`src/rtl/slave_port_arbiter_if.sv`:
```
// Bundle of master-side request/response and slave-side handshake signals for
// slave_port_arbiter. The arbiter uses the slave modport; the environment uses master.
interface slave_port_arbiter_if #(
    parameter int unsigned ADDR_W = 32,
    parameter int unsigned DATA_W = 32
);
    logic [1:0]        m_req;
    logic [1:0]        m_cmd;
    logic [ADDR_W-1:0] m_addr0;
    logic [ADDR_W-1:0] m_addr1;
    logic [DATA_W-1:0] m_wdata0;
    logic [DATA_W-1:0] m_wdata1;
    logic [1:0]        m_ack;
    logic [1:0]        m_resp;
    logic [DATA_W-1:0] m_rdata;
    logic              m_err;

    logic              s_req;
    logic              s_cmd;
    logic [ADDR_W-1:0] s_addr;
    logic [DATA_W-1:0] s_wdata;
    logic              s_ack;
    logic              s_resp;
    logic [DATA_W-1:0] s_rdata;

    logic [1:0]        grant;
    logic              busy;

    modport slave (
        input  m_req, m_cmd, m_addr0, m_addr1, m_wdata0, m_wdata1,
        input  s_ack, s_resp, s_rdata,
        output m_ack, m_resp, m_rdata, m_err,
        output s_req, s_cmd, s_addr, s_wdata,
        output grant, busy
    );

    modport master (
        output m_req, m_cmd, m_addr0, m_addr1, m_wdata0, m_wdata1,
        output s_ack, s_resp, s_rdata,
        input  m_ack, m_resp, m_rdata, m_err,
        input  s_req, s_cmd, s_addr, s_wdata,
        input  grant, busy
    );
endinterface

```
`src/rtl/slave_port_arbiter.sv`:
```
// Two-master round-robin arbiter and sequencer in front of one slave port.
// Optional watchdog abort is enabled by defining ARB_TIMEOUT_EN.
module slave_port_arbiter #(
    parameter int unsigned ADDR_W  = 32,
    parameter int unsigned DATA_W  = 32,
    parameter int unsigned TIMEOUT = 16
) (
    input  logic                 clk,
    input  logic                 rst_n,
    slave_port_arbiter_if.slave  bus
);

    typedef enum logic [1:0] {StIdle, StIssue, StWaitRd} state_e;

    state_e            state_q, state_d;
    logic              ptr_q, ptr_d;
    logic [1:0]        grant_q, grant_d;
    logic              cmd_q, cmd_d;
    logic [ADDR_W-1:0] addr_q, addr_d;
    logic [DATA_W-1:0] wdata_q, wdata_d;
    logic [DATA_W-1:0] rdata_q, rdata_d;
    logic [1:0]        ack_q, ack_d;
    logic [1:0]        resp_q, resp_d;
    logic              err_q, err_d;

    logic [1:0]        elig;
    logic              win;
    logic              g_idx;
    logic              timeout;

    if (TIMEOUT < 1 || TIMEOUT > 255) begin : g_bad_timeout
        $error("slave_port_arbiter: TIMEOUT must be in 1..255");
    end

    // A master still seeing its own ack/resp pulse has not dropped m_req yet.
    assign elig  = bus.m_req & ~ack_q & ~resp_q;
    assign win   = (elig == 2'b11) ? ptr_q : elig[1];
    assign g_idx = grant_q[1];

`ifdef ARB_TIMEOUT_EN
    localparam logic [7:0] TimeoutLast = 8'(TIMEOUT - 1);

    logic [7:0] cnt_q, cnt_d;

    assign timeout = (state_q != StIdle) && (cnt_q == TimeoutLast);

    always_comb begin
        cnt_d = '0;
        if (state_q != StIdle && state_d == state_q) begin
            cnt_d = cnt_q + 8'd1;
        end
    end

    always_ff @(posedge clk or negedge rst_n) begin
        if (!rst_n) begin
            cnt_q <= '0;
        end else begin
            cnt_q <= cnt_d;
        end
    end
`else
    assign timeout = 1'b0;
`endif

    always_comb begin
        state_d = state_q;
        ptr_d   = ptr_q;
        grant_d = grant_q;
        cmd_d   = cmd_q;
        addr_d  = addr_q;
        wdata_d = wdata_q;
        rdata_d = rdata_q;
        ack_d   = 2'b00;
        resp_d  = 2'b00;
        err_d   = 1'b0;

        case (state_q)
            StIdle: begin
                if (|elig) begin
                    state_d = StIssue;
                    grant_d = win ? 2'b10 : 2'b01;
                    cmd_d   = bus.m_cmd[win];
                    addr_d  = win ? bus.m_addr1 : bus.m_addr0;
                    wdata_d = win ? bus.m_wdata1 : bus.m_wdata0;
                end
            end
            StIssue: begin
                if (bus.s_ack) begin
                    ack_d[g_idx] = 1'b1;
                    if (cmd_q) begin
                        state_d = StIdle;
                        grant_d = 2'b00;
                        ptr_d   = ~g_idx;
                    end else begin
                        state_d = StWaitRd;
                    end
                end else if (timeout) begin
                    ack_d[g_idx] = 1'b1;
                    err_d        = 1'b1;
                    state_d      = StIdle;
                    grant_d      = 2'b00;
                    ptr_d        = ~g_idx;
                end
            end
            StWaitRd: begin
                if (bus.s_resp) begin
                    rdata_d       = bus.s_rdata;
                    resp_d[g_idx] = 1'b1;
                    state_d       = StIdle;
                    grant_d       = 2'b00;
                    ptr_d         = ~g_idx;
                end else if (timeout) begin
                    rdata_d       = '0;
                    resp_d[g_idx] = 1'b1;
                    err_d         = 1'b1;
                    state_d       = StIdle;
                    grant_d       = 2'b00;
                    ptr_d         = ~g_idx;
                end
            end
            default: begin
                state_d = StIdle;
                grant_d = 2'b00;
            end
        endcase
    end

    always_ff @(posedge clk or negedge rst_n) begin
        if (!rst_n) begin
            state_q <= StIdle;
            ptr_q   <= 1'b0;
            grant_q <= 2'b00;
            cmd_q   <= 1'b0;
            addr_q  <= '0;
            wdata_q <= '0;
            rdata_q <= '0;
            ack_q   <= 2'b00;
            resp_q  <= 2'b00;
            err_q   <= 1'b0;
        end else begin
            state_q <= state_d;
            ptr_q   <= ptr_d;
            grant_q <= grant_d;
            cmd_q   <= cmd_d;
            addr_q  <= addr_d;
            wdata_q <= wdata_d;
            rdata_q <= rdata_d;
            ack_q   <= ack_d;
            resp_q  <= resp_d;
            err_q   <= err_d;
        end
    end

    assign bus.m_ack   = ack_q;
    assign bus.m_resp  = resp_q;
    assign bus.m_rdata = rdata_q;
    assign bus.m_err   = err_q;
    assign bus.s_req   = (state_q == StIssue);
    assign bus.s_cmd   = cmd_q;
    assign bus.s_addr  = addr_q;
    assign bus.s_wdata = wdata_q;
    assign bus.grant   = grant_q;
    assign bus.busy    = (state_q != StIdle);

    a_grant_onehot: assert property (@(posedge clk) disable iff (!rst_n) $onehot0(grant_q));
    a_busy_grant:   assert property (@(posedge clk) disable iff (!rst_n)
                                     ((state_q != StIdle) == (grant_q != 2'b00)));

endmodule

```
`src/flat_wrapper.sv`:
```
// flat-port wrapper written by rule: the top's interface ports become plain ports
module slave_port_arbiter_flat 
#(
    parameter int unsigned ADDR_W  = 32,
    parameter int unsigned DATA_W  = 32,
    parameter int unsigned TIMEOUT = 16
)
  (clk, rst_n, bus_m_req, bus_m_cmd, bus_m_addr0, bus_m_addr1, bus_m_wdata0, bus_m_wdata1, bus_s_ack, bus_s_resp, bus_s_rdata, bus_m_ack, bus_m_resp, bus_m_rdata, bus_m_err, bus_s_req, bus_s_cmd, bus_s_addr, bus_s_wdata, bus_grant, bus_busy);
  slave_port_arbiter_if #(.ADDR_W(ADDR_W), .DATA_W(DATA_W)) bus_i ();
  input  logic clk;
  input  logic rst_n;
  input wire logic [$bits(bus_i.m_req)-1:0] bus_m_req;
  input wire logic [$bits(bus_i.m_cmd)-1:0] bus_m_cmd;
  input wire logic [$bits(bus_i.m_addr0)-1:0] bus_m_addr0;
  input wire logic [$bits(bus_i.m_addr1)-1:0] bus_m_addr1;
  input wire logic [$bits(bus_i.m_wdata0)-1:0] bus_m_wdata0;
  input wire logic [$bits(bus_i.m_wdata1)-1:0] bus_m_wdata1;
  input wire logic [$bits(bus_i.s_ack)-1:0] bus_s_ack;
  input wire logic [$bits(bus_i.s_resp)-1:0] bus_s_resp;
  input wire logic [$bits(bus_i.s_rdata)-1:0] bus_s_rdata;
  output wire logic [$bits(bus_i.m_ack)-1:0] bus_m_ack;
  output wire logic [$bits(bus_i.m_resp)-1:0] bus_m_resp;
  output wire logic [$bits(bus_i.m_rdata)-1:0] bus_m_rdata;
  output wire logic [$bits(bus_i.m_err)-1:0] bus_m_err;
  output wire logic [$bits(bus_i.s_req)-1:0] bus_s_req;
  output wire logic [$bits(bus_i.s_cmd)-1:0] bus_s_cmd;
  output wire logic [$bits(bus_i.s_addr)-1:0] bus_s_addr;
  output wire logic [$bits(bus_i.s_wdata)-1:0] bus_s_wdata;
  output wire logic [$bits(bus_i.grant)-1:0] bus_grant;
  output wire logic [$bits(bus_i.busy)-1:0] bus_busy;
  assign bus_i.m_req = bus_m_req;
  assign bus_i.m_cmd = bus_m_cmd;
  assign bus_i.m_addr0 = bus_m_addr0;
  assign bus_i.m_addr1 = bus_m_addr1;
  assign bus_i.m_wdata0 = bus_m_wdata0;
  assign bus_i.m_wdata1 = bus_m_wdata1;
  assign bus_i.s_ack = bus_s_ack;
  assign bus_i.s_resp = bus_s_resp;
  assign bus_i.s_rdata = bus_s_rdata;
  assign bus_m_ack = bus_i.m_ack;
  assign bus_m_resp = bus_i.m_resp;
  assign bus_m_rdata = bus_i.m_rdata;
  assign bus_m_err = bus_i.m_err;
  assign bus_s_req = bus_i.s_req;
  assign bus_s_cmd = bus_i.s_cmd;
  assign bus_s_addr = bus_i.s_addr;
  assign bus_s_wdata = bus_i.s_wdata;
  assign bus_grant = bus_i.grant;
  assign bus_busy = bus_i.busy;
  slave_port_arbiter #(.ADDR_W(ADDR_W), .DATA_W(DATA_W), .TIMEOUT(TIMEOUT)) u_core (.clk(clk), .rst_n(rst_n), .bus(bus_i));
endmodule
```
`config.mk`:
```
export PLATFORM = sky130hd
export DESIGN_NAME = slave_port_arbiter_flat
export DESIGN_NICKNAME = d
export VERILOG_FILES = /design/src/rtl/slave_port_arbiter_if.sv /design/src/rtl/slave_port_arbiter.sv /design/src/flat_wrapper.sv
export SDC_FILE = /design/constraint.sdc
export NUM_CORES = 1
export LEC_CHECK = 0
export CAP_MARGIN = 20
export CORE_UTILIZATION = 38
export DETAILED_ROUTE_END_ITERATION = 7
export GPL_TIMING_DRIVEN = 0
export PLACE_DENSITY = 0.8
export SYNTH_ARGS = -nofsm -noshare
export SYNTH_HDL_FRONTEND = slang
export SYNTH_SLANG_ARGS = --single-unit
```
`constraint.sdc`:
```
create_clock -name clk -period 1.75 [get_ports clk]
set_input_delay 0.175 -clock clk [delete_from_list [all_inputs] [get_ports clk]]
set_output_delay 0.175 -clock clk [all_outputs]
set_load 0.01 [all_outputs]
```
# Word-level counts from Yosys, hierarchy flattened
# Index checks and enable logic that the tools add are counted.
dict set report op_classes {
  n_reduce_logical 10
  addsub 0
  eq_ne 7
  bitwise_logic 5
  shift 0
  muxes 25
  mul 0
  order_cmp 3
  div_mod_pow 0
}
# operator count
set ops {}
lappend ops {{$mux W32} 2}
lappend ops {{$mux W2} 12}
lappend ops {{$pmux W2 S3} 2}
lappend ops {{$reduce_and A4 Y1} 2}
lappend ops {{$mux W1} 7}
lappend ops {{$and A2 B2 Y2} 2}
lappend ops {{$eq A2 B2 Y1 const B} 2}
lappend ops {{$lt A1 B2 Y1 const B} 2}
lappend ops {{$ne A2 B1 Y1 const B} 2}
lappend ops {{$ne A2 B2 Y1 const B} 2}
lappend ops {{$not A2 Y2} 2}
lappend ops {{$reduce_and A2 Y1} 2}
lappend ops {{$reduce_bool A2 Y1} 2}
lappend ops {{$reduce_and A3 Y1} 1}
lappend ops {{$eq A2 B1 Y1 const B} 1}
lappend ops {{$logic_not A2 Y1} 1}
lappend ops {{$pmux W1 S2} 1}
lappend ops {{$reduce_or A2 Y1} 1}
lappend ops {{$demux W1 S1} 1}
lappend ops {{$ge A1 B1 Y1 const B} 1}
lappend ops {{$logic_and A1 B1 Y1} 1}
lappend ops {{$not A1 Y1} 1}
dict set report word_totals {
  mem_count 0
  wordCells 59
  latchBits 0
  mem_bits_rw 0
  regBits 106
  output_inout_bits 106
  mem_bits_ro 0
}

# Logic depth before layout (Yosys ltp)
# Gate-level depths: netlist (run 1).
dict set report logic_depth {
  depth_word 8
  depth_mapped 6
}

# Worst setup path after synthesis (run 1)
# OpenSTA, ideal clock, no wires.
dict set report synth_path {
  path_type {register -> register}
  startpoint {register u_core.resp_q[1], in the netlist u_core.bus.m_resp[1]}
  endpoint {register u_core.wdata_q[10], in the netlist u_core.bus.s_wdata[10]}
  path_stages_with_launch 7
  setup_ps 132
  arrival_ps 1449
  synth_period_minus_slack_ps 1581
  t_required_ps 1618
  setup_slack_ps 169
  n_path_buf 2
  cell_sequence {dfrtp_1 > nor3b_2 > a21boi_2 > buf_6 > buf_6 > mux2i_1 > o21ai_1}
}
dict set report synth_via {
  elab_chain_cells 5
}
# item line
set synth_lines {}
lappend synth_lines {{from (decl)} slave_port_arbiter.sv:23} ;# logic [1:0] resp_q, resp_d;
lappend synth_lines {{from (signal assigned)} slave_port_arbiter.sv:149} ;# resp_q <= resp_d;
lappend synth_lines {{$not A2 Y2 *} slave_port_arbiter.sv:36} ;# assign elig = bus.m_req & ~ack_q & ~resp_q;
lappend synth_lines {{$and A2 B2 Y2 *} slave_port_arbiter.sv:36}
lappend synth_lines {{$eq A2 B2 Y1} slave_port_arbiter.sv:37} ;# assign win = (elig == 2'b11) ? ptr_q : elig[1];
lappend synth_lines {{$mux W1} slave_port_arbiter.sv:37}
lappend synth_lines {{$mux W32} slave_port_arbiter.sv:84} ;# wdata_d = win ? bus.m_wdata1 : bus.m_wdata0;
lappend synth_lines {{to (signal assigned)} slave_port_arbiter.sv:146} ;# wdata_q <= wdata_d;
lappend synth_lines {{to (decl)} slave_port_arbiter.sv:20} ;# logic [DATA_W-1:0] wdata_q, wdata_d;
# Mark *: on every way between the ends. The rest lies on a longest branch, timed or not.
# A chain may end at the register's enable or synchronous reset.

# Worst setup path after layout (run 1)
dict set report layout_path {
  startpoint {register u_core.resp_q[1], in the netlist u_core.bus.m_resp[1]}
  endpoint {register u_core.wdata_q[4], in the netlist u_core.bus.s_wdata[4]}
}
# The elaborated chain is that of the path after synthesis.

==> results of run 1 <==
[kinds of logic after synthesis]
family / count (synthesis)
flops: 106
mux: 97
simple gates: 80
compound gates: 75
buf+inv: 29
other cells: 1
[layout make-up]
type	count	area [sq um]	area share
buffer	24	206.4	0.02549
timing repair buffer	281	2861	0.3533
clock buffer	12	246.5	0.03043
tap	143	178.9	0.02209
clock inverter	3	40.04	0.004943
sequential	106	2654	0.3276
multi-input combinational	253	1898	0.2343
inverter	4	15.01	0.001854
[layout by cell type, fill, tap and decap left out, drive strengths merged, types with 2 or more instances in the layout]
cell type and instances:
buf 25, clkbuf 20, clkdlybuf4s50 270, clkinv 2
dfrtp 106, inv 4, mux2 32, mux2i 65
nand2 67, nand3 3, nor2 5, nor3b 2
o21ai 68
[per-layer routing]
layer  part of all wire  vias up
li1                   -     1924
met3              0.081       25
met5                  0        -
met2               0.52      192
met1               0.38     1911
met4              0.026        0
[registers in the layout (all words and copies together) (netlist names)]
name,cells
u_core.ptr_q,1
u_core.bus.grant,2
u_core.bus.m_rdata,32
u_core.bus.s_wdata,32
u_core.bus.s_addr,32
u_core.bus.m_resp,2
u_core.state_q,2
u_core.bus.s_cmd,1
u_core.bus.m_ack,2
[what timing repair did]
item,CTS,global route
resized for setup,49,31
pin swaps,2,2
hold endpoints to repair,46,0
buffers inserted,5,0
gates cloned,1,1
setup endpoints to repair,67,68
hold buffers,1,0
[through the flow]
step	utilization	setup TNS [ns]	cell area, sq um
final	0.7004	-0.09803	8100
after global routing	0.7004	-4.012	8100
after CTS	0.6920	-0.4182	8003
after detailed placement	0.6477	-24.87	7491
after global placement	0.6456	-375.06	7466
after floorplan	-	0	4564
[worst paths after layout]
path                                       startpoint               endpoint  slack, ns  cells after the start
min in group clk                       bus_s_rdata[1]  u_core.bus.m_rdata[1]       0.44                      2
worst max-delay path             u_core.bus.m_resp[1]  u_core.bus.s_wdata[4]      -0.02                      6
max in group asynchronous                       rst_n      u_core.state_q[1]       0.62                      3
worst min register to register  u_core.bus.s_addr[13]  u_core.bus.s_addr[13]       0.48                      2
worst max register to register   u_core.bus.m_resp[1]  u_core.bus.s_wdata[4]      -0.02                      6
worst min-delay path                            rst_n  u_core.bus.m_rdata[8]       0.39                      2
[power by group through the flow]
stage          registers, mW  clock network (mW)  logic [mW]
6_report                4.33                1.97        6.77
5_1_grt                 4.47                2.14        7.26
4_1_cts                 4.32                2.02        6.70
3_5_place_dp            4.34                   0        6.34
3_3_place_gp            4.28                   0        6.20
2_1_floorplan           4.82                   0        2.27
==> run summary, run 1 <==
Net Sw Frac - 0.3445
grt total ovfl - 0
smallest hold slack - 0.3943 ns
top-area cell type share of the netlist area - 0.5811
clock latency reported for the late side of the worst-skew pair - 0.34 ns
I/O Buffers - 272
flip-flop and latch count after synthesis - 106
Layout fillers - 847
most frequent cell after synthesis - dfrtp_1
cell count after placement - 804
Gate Count Post-Synth - 388
setup clock skew after layout - 0.004252 ns
crit path DAT - 1.98 ns
wire length of the first global-routing pass - 21.64 mm
iteration count of the initial detailed-routing pass - 6
number of flops mapped to enable cells by yosys - 0
Starting Density - 0.3947
type of origin of the critical path - register
height of the die - 111.6 um
overall die area - 12450 sq um
Routability Congestion - 0.7594
TritonCTS clock tree - done
number of clock sinks - 106
Clock Root Buffer - clkbuf_16
largest delay contributor family on the critical path - flip-flops
most numerous cell on the critical path - buf_12
overall routed net length - 13.86 mm
clock-pin slew of the registers on the worst-case setup and hold paths - 0.07 ns
number of placed I/O pins - 274
complex-gate fraction of the synthesized area - 0.08745
adder and majority gate portion of the synthesized area - 0
Site Rows - 39
crit share post-route - 1.014
critical path required time - 1.96 ns
Yosys top cell by area - dfrtp_1
synth top area cells - dfrtp_1, mux2i_1, mux2_2
Synth Cell Area - 4564 sq um
status - finished with violations
Place WS - -0.5289 ns
worst-case vdd ir drop - 0.7449 mV
most used flip-flop cell after synthesis - dfrtp_1
XOR/XNOR share of the synthesized area - 0
Detail Route Antenna Nets - 0
share of power burned in registers - 0.331
highest clock rate - 563.6 MHz
number of global-route vias before repair - 4225
maximum level of the CTS H-tree - 3
met3 Usage GRT - 0.06260
total half-perimeter wirelength after legalization and detailed placement - 10.65 mm
number of antenna violations at the first check in global routing - 0
Clock Power Share - 0.151
total count of max-transition violations in the final report - 0
number of buffers added by the clock tree synthesis step - 9
DRC violation count after routing - 18
internal power - 8.576 mW
max_cap viols - 0
largest net degree at the start of global routing - 61
combinational family with the most area after synthesis - multiplexers
detailed-route wire length per cell - 16.78 um
standby leakage power - 3.439 nW
Max Root-Sink Buffers - 2
unrepaired setup endpoints after global routing - yes
crit-path cells - nor3b_4 > a21boi_4 > buf_12 > buf_12 > mux2i_2 > o21ai_1
layout cell share with drive strength beyond 1 - 0.1479
crit path setup slack, layout - -0.02437 ns
Hold/Removal Path Class - input port to asynchronous set/reset pin
Post-Synthesis Net Count - 556
All-Layer GR Usage - 0.2248
Final Hold Fails - 0
core region area - 11560 sq um
Unique masters post-synth - 26
number of diodes - 0
final instance count without filler cells - 826
number of warnings issued by yosys - 0
fin nets - 847
simple-gate area share of the yosys netlist - 0.07237
met1 global-route usage - 0.2536
met2 Track Usage GR - 0.4021
share of synthesized area spent on multiplexers - 0.2215
synthesized area per cell - 11.76 sq um
kind of end point of the critical path - register
share of async-settable or async-resettable flops after synthesis - 1.000
largest fanout on the critical path - 10
violations in the final reports - DRC, setup timing
most common library cells after synthesis - dfrtp_1, nand2_1, mux2i_1
tightest slew margin relative to the limit - 0.5911
portion of the post-synthesis area used by sequential elements - 0.5811
via density per instance - 4.906
DRC violation total after the first TritonRoute iteration - 154
Crit path buffers/inverters - 2
Most Crowded Layer GR - met2
time the worst path needs with I/O delays and setup - 1.774 ns
switching pwr - 4.507 mW
part of the total power dissipated in combinational logic - 0.518
slowest library cell on the worst path - dfrtp_1
worst setup path class - register to register
total via count after detailed routing - 4052
Setup Viol. Count Final - 12
Power Dens Cells - 1615 nW/um^2
slew at the pin closest to its max-slew limit - 0.6133 ns
total power consumption of the routed design - 13.08 mW
Area growth syn-to-layout - 77.47%
Largest stage delay, worst path - 0.40 ns
die outline width - 111.6 um
(Power assumes the default switching activity.)
==> inputs of run 2 (changes only) <==
--- a/config.mk
+++ b/config.mk
@@ -10,6 +10,7 @@
 export DETAILED_ROUTE_END_ITERATION = 7
 export GPL_TIMING_DRIVEN = 0
 export PLACE_DENSITY = 0.8
+export SKIP_LAST_GASP = 1
 export SYNTH_ARGS = -nofsm -noshare
 export SYNTH_HDL_FRONTEND = slang
 export SYNTH_SLANG_ARGS = --single-unit
==> run 2 against run 1 <==
Compared with the run above:
- the flow still finishes with violations (DRC, setup timing)
- flip-flop and latch count did not move
- via count fell by 0.37%
- final area rose by 0.43%
- wire length rose by 1.5%
- setup slack improved by 0.0063 ns
- cell count rose by 0.24%
- maximum frequency rose by 0.36%
- total power rose by 0.50%
- count of clock-buffer cells in the layout did not move
- largest power group unchanged
- core utilization rose by 0.30 points
- first-iteration DRC count fell by 14%
==> run summary, run 2 (synthesis results as in run 1) <==
number of global-route vias before repair - 4219
iteration count of the initial detailed-routing pass - 8
core region area - 11560 sq um
largest net degree at the start of global routing - 61
slowest library cell on the worst path - dfrtp_1
status - finished with violations
Power Dens Cells - 1616 nW/um^2
clock-pin slew of the registers on the worst-case setup and hold paths - 0.07 ns
standby leakage power - 3.462 nW
highest clock rate - 565.6 MHz
worst-case vdd ir drop - 0.7413 mV
slew at the pin closest to its max-slew limit - 0.6150 ns
number of placed I/O pins - 274
maximum level of the CTS H-tree - 3
Final Core Density - 0.7035
Area growth syn-to-layout - 78.23%
share of power burned in registers - 0.329
violations in the final reports - DRC, setup timing
setup clock skew after layout - 0.003835 ns
cell count after placement - 804
via density per instance - 4.876
most numerous cell on the critical path - buf_12
grt total ovfl - 0
Site Rows - 39
final instance count without filler cells - 828
total via count after detailed routing - 4037
FF-to-FF Start - u_core.bus.m_resp[1]
die outline width - 111.6 um
Layout fillers - 841
Routability Congestion - 0.7594
I/O Buffers - 272
crit-path cells - nor3b_4 > a21boi_4 > buf_12 > buf_12 > mux2i_2 > o21ai_1
part of the total power dissipated in combinational logic - 0.521
DRC violation total after the first TritonRoute iteration - 133
Net Sw Frac - 0.3442
kind of end point of the critical path - register
Max Root-Sink Buffers - 2
DRC violation count after routing - 18
wire length of the first global-routing pass - 21.59 mm
Clock Root Buffer - clkbuf_16
detailed-route wire length per cell - 16.99 um
tightest slew margin relative to the limit - 0.5900
type of origin of the critical path - register
number of antenna violations at the first check in global routing - 0
height of the die - 111.6 um
overall routed net length - 14.07 mm
Largest stage delay, worst path - 0.40 ns
max_cap viols - 0
number of buffers added by the clock tree synthesis step - 9
fin nets - 849
crit path DAT - 1.98 ns
internal power - 8.622 mW
TritonCTS clock tree - done
worst setup path class - register to register
Worst setup startpoint - u_core.bus.m_resp[1]
largest fanout on the critical path - 10
Setup Viol. Count Final - 8
overall die area - 12450 sq um
unrepaired setup endpoints after global routing - yes
Final Hold Fails - 0
crit share post-route - 1.010
crit path setup slack, layout - -0.01807 ns
Starting Density - 0.3947
commonest non-fill, non-tap cell in the layout - clkdlybuf4s50_1
time the worst path needs with I/O delays and setup - 1.768 ns
number of clock sinks - 106
Clock Power Share - 0.150
total count of max-transition violations in the final report - 0
layout cell share with drive strength beyond 1 - 0.1474
All-Layer GR Usage - 0.2243
number of diodes - 0
Detail Route Antenna Nets - 0
switching pwr - 4.526 mW
Place WS - -0.5289 ns
clock latency reported for the late side of the worst-skew pair - 0.34 ns
total half-perimeter wirelength after legalization and detailed placement - 10.65 mm
top library cells by usage in the layout, fill and taps aside - clkdlybuf4s50_1, dfrtp_1, nand2_1, o21ai_1, mux2i_1
Hold/Removal Path Class - input port to asynchronous set/reset pin
critical path required time - 1.96 ns
## run 2: changes by cell type in the layout (fill, tap and decap cells not counted), sizes merged
cell    previous run  this run
clkbuf            20        22
## run 2: layout make-up
cell class	count	area, sq um	area share
repair buffers	283	2912	0.3579
flip-flops and latches	106	2653	0.3261
multi-input cells	253	1884	0.2316
clock buffers	12	246.5	0.03030
plain buffers	24	206.4	0.02538
well taps	143	178.9	0.02199
clock inverters	3	40.04	0.004922
inverters	4	15.01	0.001846
## run 2: per-layer routing
layer / global-route usage / vias up / share of wire
met5: 0 / - / 0
met4: 0.08919 / 0 / 0.023
met3: 0.06206 / 24 / 0.077
met2: 0.4013 / 186 / 0.52
met1: 0.2532 / 1898 / 0.38
li1: - / 1929 / -
## run 2: critical path, delay by kind of cell (launching register included)
| family | cells | cell delay (ns) |
|---|---|---|
| flip-flops | 1 | 0.40 |
| AO/OA/AOI/OAI | 2 | 0.38 |
| buffers and inverters | 2 | 0.34 |
| AND/OR/NAND/NOR | 1 | 0.28 |
| multiplexers | 1 | 0.24 |
## run 2: final timing paths
check                      depth (start not counted)                     to  slack, ns
max reg2reg                                        6  u_core.bus.s_wdata[4]      -0.02
min reg2reg                                        2  u_core.bus.s_addr[13]       0.48
max in group asynchronous                          3           u_core.ptr_q       0.64
min                                                2  u_core.bus.m_rdata[8]       0.39
min in group clk                                   2  u_core.bus.m_rdata[1]       0.44
max                                                6  u_core.bus.s_wdata[4]      -0.02
## run 2: metrics by stage
stage               setup TNS [ns]  area, sq um  power [mW]  hold WS, ns
floorplan                        0         4564       7.083      -0.1206
global placement           -375.06         7466       10.48       0.4614
detailed placement          -24.87         7491       10.68       0.2282
CTS                        -0.5524         7991       12.99       0.4009
global route                -4.955         8135       13.93       0.4304
finish                    -0.03216         8135       13.15       0.3932
## run 2: power by group through the flow
stage | logic, mW | clock network, mW | registers (mW)
floorplan | 2.27 | 0 | 4.82
global placement | 6.20 | 0 | 4.28
detailed placement | 6.34 | 0 | 4.34
CTS | 6.66 | 2.02 | 4.31
global route | 7.33 | 2.14 | 4.46
finish | 6.85 | 1.97 | 4.33
## run 2: what timing repair did
| item | 4_1_cts | 5_1_grt |
|---|---|---|
| hold buffers | 1 | 0 |
| pin swaps | 2 | 2 |
| buffers inserted | 5 | 0 |
| setup endpoints to repair | 67 | 66 |
| cloned | 1 | 3 |
| endpoints found under the hold margin | 46 | 0 |
| resized for setup | 38 | 39 |
==> inputs of run 3 (changes only) <==
==> constraint.sdc (replaced) <==
create_clock -name clk -period 1.75 [get_ports clk]
set_input_delay 0.175 -clock clk [delete_from_list [all_inputs] [get_ports clk]]
set_output_delay 0.175 -clock clk [all_outputs]
set_load 0.05 [all_outputs]
==> run 3 against run 2 <==
Compared with the run above:
- the flow finishes with violations (DRC)
- count of clock-buffer cells in the layout unchanged
- non-clock buffer count increased by 4
- sequential power about the same
==> run summary, run 3 (synthesis results as in run 1) <==
smallest hold slack - 0.3920 ns
dpl cell area - 7496 sq um
status - finished with violations
CP endpoint - u_core.bus.s_wdata[21]
Starting Density - 0.3947
Clock Root Buffer - clkbuf_16
TritonCTS clock tree - done
overall routed net length - 14.38 mm
total half-perimeter wirelength after legalization and detailed placement - 10.91 mm
kind of end point of the critical path - register
max_cap viols - 0
time the worst path needs with I/O delays and setup - 1.736 ns
core region area - 11560 sq um
tightest slew margin relative to the limit - 0.5826
height of the die - 111.6 um
type of origin of the critical path - register
slack of the worst reg-to-reg path - 0.01 ns
Max Root-Sink Buffers - 2
Final Hold Fails - 0
via density per instance - 4.887
total count of max-transition violations in the final report - 0
number of antenna violations at the first check in global routing - 0
overall die area - 12450 sq um
crit path DAT - 1.95 ns
worst flop-to-flop path endpoint - u_core.bus.s_wdata[21]
most numerous cell on the critical path - clkbuf_16
Layout Cell Area excl Fill - 8223 sq um
slew at the pin closest to its max-slew limit - 0.6262 ns
total power consumption of the routed design - 16.87 mW
top library cells by usage in the layout, fill and taps aside - clkdlybuf4s50_1, dfrtp_1, nand2_1, mux2i_1, o21ai_0
clock latency reported for the late side of the worst-skew pair - 0.34 ns
wire length of the first global-routing pass - 22.16 mm
critical path required time - 1.96 ns
number of diodes - 0
commonest non-fill, non-tap cell in the layout - clkdlybuf4s50_1
violations in the final reports - DRC
Reg2Reg Depth - 7
Setup Viol. Count Final - 0
worst-case vdd ir drop - 1.195 mV
Routability Congestion - 0.7759
FF-to-FF Start - u_core.bus.m_resp[1]
number of global-route vias before repair - 4384
instance count on the critical path - 7
Largest stage delay, worst path - 0.42 ns
crit share post-route - 0.9922
number of clock sinks - 106
layout cell share with drive strength beyond 1 - 0.1536
crit-path cells - nor3b_4 > a21boi_4 > buf_6 > clkbuf_16 > clkbuf_16 > mux2i_1 > o21ai_1
iteration count of the initial detailed-routing pass - 7
highest clock rate - 575.9 MHz
grt total ovfl - 0
standby leakage power - 3.604 nW
detailed-route wire length per cell - 17.26 um
clock-pin slew of the registers on the worst-case setup and hold paths - 0.07 ns
unrepaired setup endpoints after global routing - yes
Crit path buffers/inverters - 3
largest delay contributor family on the critical path - buffers and inverters
number of buffers added by the clock tree synthesis step - 9
worst setup path class - register to register
All-Layer GR Usage - 0.2293
setup clock skew after layout - 0.008126 ns
DRC violation total after the first TritonRoute iteration - 132
largest fanout on the critical path - 5
Worst setup startpoint - u_core.bus.m_resp[1]
maximum level of the CTS H-tree - 3
DRC violation count after routing - 19
slowest library cell on the worst path - dfrtp_2
Hold/Removal Path Class - input port to asynchronous set/reset pin
Detail Route Antenna Nets - 0
I/O Buffers - 272
post-route setup TNS - 0 ns
largest net degree at the start of global routing - 62
total via count after detailed routing - 4071
number of placed I/O pins - 274
Area growth syn-to-layout - 80.15%
Site Rows - 39
fin nets - 853
die outline width - 111.6 um
Power Dens Cells - 2052 nW/um^2
==> run 3: power breakdown <==
| part | switching, mW | total (mW) | internal [mW] |
|---|---|---|---|
| combinational | 6.57 | 10.3 | 3.77 |
| clock | 0.885 | 2.22 | 1.33 |
| sequential | 0.664 | 4.31 | 3.65 |
| total | 8.12 | 16.9 | 8.75 |
==> run 3: per-stage QoR <==
stage          instances  setup slack, ns  utilization
6_report             833          0.01365       0.7110
5_1_grt              833         -0.05112       0.7110
4_1_cts              827        -0.005653       0.6901
3_5_place_dp         804          -0.5025       0.6482
3_3_place_gp         803           -3.688       0.6460
2_1_floorplan        388          0.02687            -
==> run 3: final cells by class <==
cell class                 instances  area (sq um)
buffer                            25         216.5
clock buffer                      12         256.5
clock inverter                     4         75.07
fill                             853          3342
inverter                           4         15.01
multi-input combinational        253          1889
sequential                       106          2655
tap                              143         178.9
timing repair buffer             286          2937
==> run 3: routing by layer <==
metal	wire length, um	global-route usage
met5	0	0
met4	277	0.08018
met3	1146	0.06206
met2	7533	0.4217
met1	5419	0.2541
==> run 3: repair_timing <==
action	CTS	global route
buffers inserted	6	2
resized for setup	26	35
gates cloned	0	4
hold buffers	1	0
hold endpoints to repair	45	0
endpoints found under the setup margin	62	78
pin swaps	0	3
==> run 3: worst min-delay path by stage <==
stage | from | endpoint | slack (ns) | cells after the start
after floorplan | rst_n | u_core.bus.grant[0] | -0.12 | 0
after global placement | u_core.bus.s_addr[8] | u_core.bus.s_addr[8] | 0.46 | 2
after detailed placement | rst_n | u_core.bus.m_rdata[0] | 0.23 | 1
after CTS | rst_n | u_core.bus.m_rdata[0] | 0.40 | 2
after global routing | rst_n | u_core.bus.m_rdata[0] | 0.44 | 2
final | rst_n | u_core.bus.m_rdata[0] | 0.39 | 2
==> run 3: worst reg2reg max path, cell delays in order, from the launching register on <==
cell       delay, ns
dfrtp_2         0.42
nor3b_4         0.24
a21boi_4        0.23
buf_6           0.14
clkbuf_16       0.15
clkbuf_16       0.14
mux2i_1         0.21
o21ai_1         0.10
